### src/rtl/sha3_app_arbiter.sv
// Two-requester arbiter in front of a SHA-3 core: grants one requester per message,
// routes its words to the core and hands the digest back under an ack/timeout guard.
module sha3_app_arbiter #(
    parameter int unsigned NumReq     = 2,
    parameter int unsigned MsgWidth   = 64,
    parameter int unsigned MsgStrbW   = 8,
    parameter int unsigned AckTimeout = 1024
) (
    input  logic                             clk_i,
    input  logic                             rst_i,
    input  logic [NumReq-1:0]                req_valid_i,
    input  logic [NumReq-1:0][MsgWidth-1:0]  req_data_i,
    input  logic [NumReq-1:0][MsgStrbW-1:0]  req_strb_i,
    input  logic [NumReq-1:0]                req_last_i,
    output logic [NumReq-1:0]                req_ready_o,
    output logic [NumReq-1:0]                req_done_o,
    input  logic [NumReq-1:0]                req_ack_i,
    output logic [NumReq-1:0]                req_err_o,
    output logic [NumReq-1:0]                grant_o,
    output logic                             msg_valid_o,
    output logic [MsgWidth-1:0]              msg_data_o,
    output logic [MsgStrbW-1:0]              msg_strb_o,
    input  logic                             msg_ready_i,
    output logic                             start_o,
    output logic                             process_o,
    output logic                             done_o,
    input  logic                             absorbed_i,
    input  logic                             squeezing_i,
    input  logic                             core_err_i,
    output logic                             busy_o
);

    // Pairwise Hamming distance >= 3 between all encodings.
    typedef enum logic [5:0] {
        StIdle   = 6'b000111,
        StStart  = 6'b011001,
        StMsg    = 6'b101010,
        StWait   = 6'b110100,
        StDigest = 6'b111111,
        StFlush  = 6'b000000
    } state_e;

    state_e              state_q, state_d;
    logic [NumReq-1:0]   grant_q, grant_d;
    logic                last_q, last_d;
    logic [31:0]         cnt_q, cnt_d;
    logic                process_q, process_d;
    logic                gidx;

    assign gidx      = grant_q[1];
    assign grant_o   = grant_q;
    assign process_o = process_q;
    assign busy_o    = (state_q != StIdle);

    always_comb begin
        state_d     = state_q;
        grant_d     = grant_q;
        last_d      = last_q;
        cnt_d       = cnt_q;
        process_d   = 1'b0;
        start_o     = 1'b0;
        done_o      = 1'b0;
        req_err_o   = '0;
        req_ready_o = '0;
        req_done_o  = '0;
        msg_valid_o = 1'b0;
        msg_data_o  = '0;
        msg_strb_o  = '0;

        case (state_q)
            StIdle: begin
                if (|req_valid_i) begin
                    state_d = StStart;
                    if (&req_valid_i) begin
                        grant_d = last_q ? NumReq'(1) : NumReq'(2);
                    end else begin
                        grant_d = req_valid_i;
                    end
                end
            end
            StStart: begin
                start_o = 1'b1;
                state_d = StMsg;
            end
            StMsg: begin
                msg_valid_o       = req_valid_i[gidx];
                msg_data_o        = req_data_i[gidx];
                msg_strb_o        = req_strb_i[gidx];
                req_ready_o[gidx] = msg_ready_i;
                if (req_valid_i[gidx] && msg_ready_i && req_last_i[gidx]) begin
                    state_d   = StWait;
                    process_d = 1'b1;
                end
            end
            StWait: begin
                if (absorbed_i) begin
                    state_d = StDigest;
                end
            end
            StDigest: begin
                req_done_o[gidx] = squeezing_i;
                cnt_d            = cnt_q + 32'd1;
                if (req_ack_i[gidx]) begin
                    done_o  = 1'b1;
                    state_d = StFlush;
                end else if (cnt_q == AckTimeout - 1) begin
                    done_o    = 1'b1;
                    req_err_o = grant_q;
                    state_d   = StFlush;
                end
            end
            StFlush: begin
                grant_d = '0;
                last_d  = grant_q[1];
                cnt_d   = '0;
                state_d = StIdle;
            end
            default: begin
                state_d = StFlush;
            end
        endcase

        // Core error aborts the transaction; done_o only pulses if a digest was pending.
        if (core_err_i && (state_q != StIdle)) begin
            req_err_o = grant_q;
            process_d = 1'b0;
            done_o    = (state_q == StDigest);
            if (state_q != StFlush) begin
                state_d = StFlush;
            end
        end
    end

    always_ff @(posedge clk_i or posedge rst_i) begin
        if (rst_i) begin
            state_q   <= StIdle;
            grant_q   <= '0;
            last_q    <= 1'b1;
            cnt_q     <= '0;
            process_q <= 1'b0;
        end else begin
            state_q   <= state_d;
            grant_q   <= grant_d;
            last_q    <= last_d;
            cnt_q     <= cnt_d;
            process_q <= process_d;
        end
    end

endmodule
### config.mk
export PLATFORM = sky130hd
export DESIGN_NAME = sha3_app_arbiter
export DESIGN_NICKNAME = d
export VERILOG_FILES = /design/src/rtl/sha3_app_arbiter.sv
export SDC_FILE = /design/constraint.sdc
export NUM_CORES = 1
export LEC_CHECK = 0
export ABC_AREA = 1
export BUFFER_PORTS_ARGS = -buffer_cell sky130_fd_sc_hd__buf_2
export CAP_MARGIN = 10
export CORE_MARGIN = 5
export CORE_UTILIZATION = 48
export CTS_BUF_LIST = sky130_fd_sc_hd__clkbuf_2
export DETAILED_ROUTE_END_ITERATION = 10
export HOLD_SLACK_MARGIN = 0.15
export PLACE_DENSITY = 0.89
export RECOVER_POWER = 100
export SLEW_MARGIN = 15
export SYNTH_ARGS = -nofsm -noshare
export SYNTH_HDL_FRONTEND = slang
export SYNTH_SLANG_ARGS = --single-unit
export TNS_END_PERCENT = 30
### constraint.sdc
create_clock -name clk_i -period 3.6 [get_ports clk_i]
set_input_delay 0.36 -clock clk_i [delete_from_list [all_inputs] [get_ports clk_i]]
set_output_delay 0.36 -clock clk_i [all_outputs]
set_load 0.005 [all_outputs]
==> run summary <==
- startpoint types: flip-flop
- part of the Yosys area used for sequential elements: 27.6%
- HPWL after detailed placement: 15200 um
- cell occurring most often along the worst timing path: nand2_1
- total clock buffers created by CTS: 5
- Post-Syn Instances: 669
- starting utilization of the core area: 49.4%
- Post-Route Skew: 0.0294 ns
- number of slew-limit violations in the final report: 36
- R2R cell count: 5
- worst IR drop on VDD: 141 uV
- hold-fix buffers at CTS: 0
- floorplan row count: 32
- data arrival time of the worst path: 2.73 ns
- Unique masters post-synth: 34
- post-detailed-route via-to-cell ratio: 5.38
- number of flops mapped to enable cells by yosys: 0
- number of antenna violations at the first check in global routing: 5
- post-synthesis sequential element count: 42
- number of global-route vias before repair: 5075
- grt ovf: 0
- Multi-input gate area: 2400 um^2
- Pre-antenna DRT Iters: 5
- area fraction of the dominant cell type after synthesis: 26.5%
- path type of the worst min-delay path: in2reg
- total of warnings raised by yosys: 0
- most common flop cell mapped by yosys: dfrtp_1
- Residual DRC: 0
- biggest area consumer among synthesized cells: nand2_1
- CTS tree: built
- Worst R2R End: cnt_q[7]$_DFFE_PP0P_
- clock insertion delay at the later pin of the skew report: 0.43 ns
- beginning of the worst hold path: core_err_i
- area enclosed by the die boundary: 9850 um^2
- critical path start-end classification: reg2out
- Die Span Y: 99.2 um
- Mapped Area: 3820 um^2
- layout cells sized above 1: 21.7%
- worst reg-to-reg setup slack: 0.79 ns
- mux cell area share after synthesis: 0%
- Synth-to-Final Area Change: 31.6%
- cell leakage power: 2.70 nW
- area taken by flip-flops and latches: 1060 um^2
- Final Critical Period: 3.09 ns
- floorplan die width: 99.2 um
- main combinational cell family by area after synthesis: simple AND/OR/NAND/NOR gates
- Initial DRC Count: 434
- I/O pin total: 241
- # resized after CTS: 0
- Fin Setup TNS: 0 ns
- total power density per cell area: 273 nW/um^2
- capture point of the critical path: req_err_o[0]
- most frequent cell after synthesis: nand2_1
- I/O Buffers: 240
- period utilization: 85.8%
- slowest cell on the critical path: clkbuf_2
- Root Driver: clkbuf_2
- maximum level of the CTS H-tree: 2
- worst hold slack across all endpoints: 0.257 ns
- xor and xnor fraction of the mapped netlist area: 0.688%
- area fraction in compound gates after synthesis: 16.2%
- Routability Congestion: 1.07
- worst path required time: 3.24 ns
- final-stage net count: 1052
- pin count of the biggest net entering global routing: 78
- maximum net fanout on the critical path: 77
- Post-synth ARST share: 100%
- commonest cells in the synthesized netlist: 270 x nand2_1, 89 x a21oi_1, 69 x nor2_1
- headroom to the max-slew limit: -5.10%
- Post-Synth Simple-Gate Area: 45.7%
- total setup buffers inserted after CTS: 0
- largest cells by area after synthesis: nand2_1 27%, dfrtp_1 25%, a21oi_1 12%, nor2_1 6.8%, inv_1 5.7%
- total nets after synthesis: 826
- wire length per cell: 18.3 um
- violations in the final reports: max-capacitance violations, max-slew violations
- count of maximum capacitance violations: 1
- Reg-to-Reg Start: state_q[1]$_DFF_PP1_
- unrepaired setup endpoints after global routing: false
- largest buffer count on any clock path: 2
- Core Box Area: 7730 um^2
- crit-path cells: clkbuf_2, nand2_1, nand2_1, nor2_1, nand4_1, a21boi_0, clkbuf_1
- worst stage delay on the critical path: 0.76 ns
- Clock transition at path regs: 0.24 ns
- remaining antenna violation count after routing: 0
- Setup crit end kind: output port
- total number of vias: 5394
- Final setup violation count: 0
- final WL: 18300 um
- final hold violation count: 0
- clock net sink count: 42
- average instance area after synthesis: 5.71 um^2
- outcome: finished with violations
- hold depth: 4
- worst setup path startpoint: grant_o[1]$_DFFE_PP0P_
- post-synthesis adder-cell area fraction: 0.327%
- fillcell total: 796
- wire length of the first global-routing pass: 26800 um
- All-Layer GR Usage: 35.7%
- Least-Margin Pin Slew: 1.58 ns
- highest clock rate: 324 MHz
==> flip-flops by register name, summed over array words and instances (netlist names) <==
register and flops:
cnt_q 32, state_q 6, grant_o 2, last_q 1, process_o 1
==> power breakdown <==
group / switching [mW] / internal [mW]
sequential: 0.0199 / 0.511
clock: 0.158 / 0.0488
combinational: 0.444 / 0.192
==> cells in the final DEF (no fill, tap or decap), types with 3 or more instances in the layout <==
cell type	instances
a21oi_1	89
buf_2	160
clkbuf_1	77
clkbuf_2	13
dfrtp_1	37
diode_2	4
inv_1	59
nand2_1	270
nand2_2	4
nand3_1	21
nand4_1	25
nor2_1	69
nor2_2	5
nor3_1	14
o21ai_0	21
xor2_1	3
==> routing by layer <==
metal | share of wire [%] | up-vias | track usage (%)
li1 | - | 2603 | -
met1 | 33 | 2385 | 39.5
met2 | 48 | 327 | 58.7
met3 | 8.6 | 77 | 5.47
met4 | 10 | 2 | 32.2
met5 | 0.071 | - | 0
==> critical path: cells and delay by family, from the launching register on <==
kind	cells	cell delay, ns
buf+inv	2	0.89
simple gates	4	0.73
flops	1	0.46
compound gates	1	0.20
==> stage by stage <==
step	setup slack [ns]	utilization, %	power, mW	cells	instance area [um^2]
CTS	0.819	66.3	1.37	997	5120
floorplan	1.97	-	0.946	669	3820
finish	0.510	65.1	1.37	1002	5030
global route	0.296	65.1	1.46	1002	5030
detailed placement	1.28	65.8	1.17	989	5080
global placement	1.36	65.8	1.17	989	5080
==> worst min-delay path by stage <==
| stage | to |
|---|---|
| 2_1_floorplan | cnt_q[6]$_DFFE_PP0P_ |
| 3_3_place_gp | cnt_q[6]$_DFFE_PP0P_ |
| 3_5_place_dp | last_q$_DFFE_PP1N_ |
| 4_1_cts | cnt_q[30]$_DFFE_PP0P_ |
| 5_1_grt | state_q[3]$_DFF_PP0_ |
| 6_report | state_q[5]$_DFF_PP0_ |
==> final cells by class <==
type / count / area share [%]
multi-input combinational: 538 / 47.7
timing repair buffer: 249 / 23.3
sequential: 42 / 21.0
inverter: 59 / 4.41
tap: 102 / 2.54
clock buffer: 6 / 0.597
clock inverter: 2 / 0.199
antenna: 4 / 0.199
==> logic make-up (layout without fill, tap and decap cells) <==
logic type,Yosys count,count (layout)
buffers and inverters,89,316
flip-flops,42,42
other,0,4
AO/OA/AOI/OAI,118,118
AND/OR/NAND/NOR,416,416
XOR/XNOR,3,3
adder cells (fa/ha/maj),1,1
(Power assumes the default switching activity.)
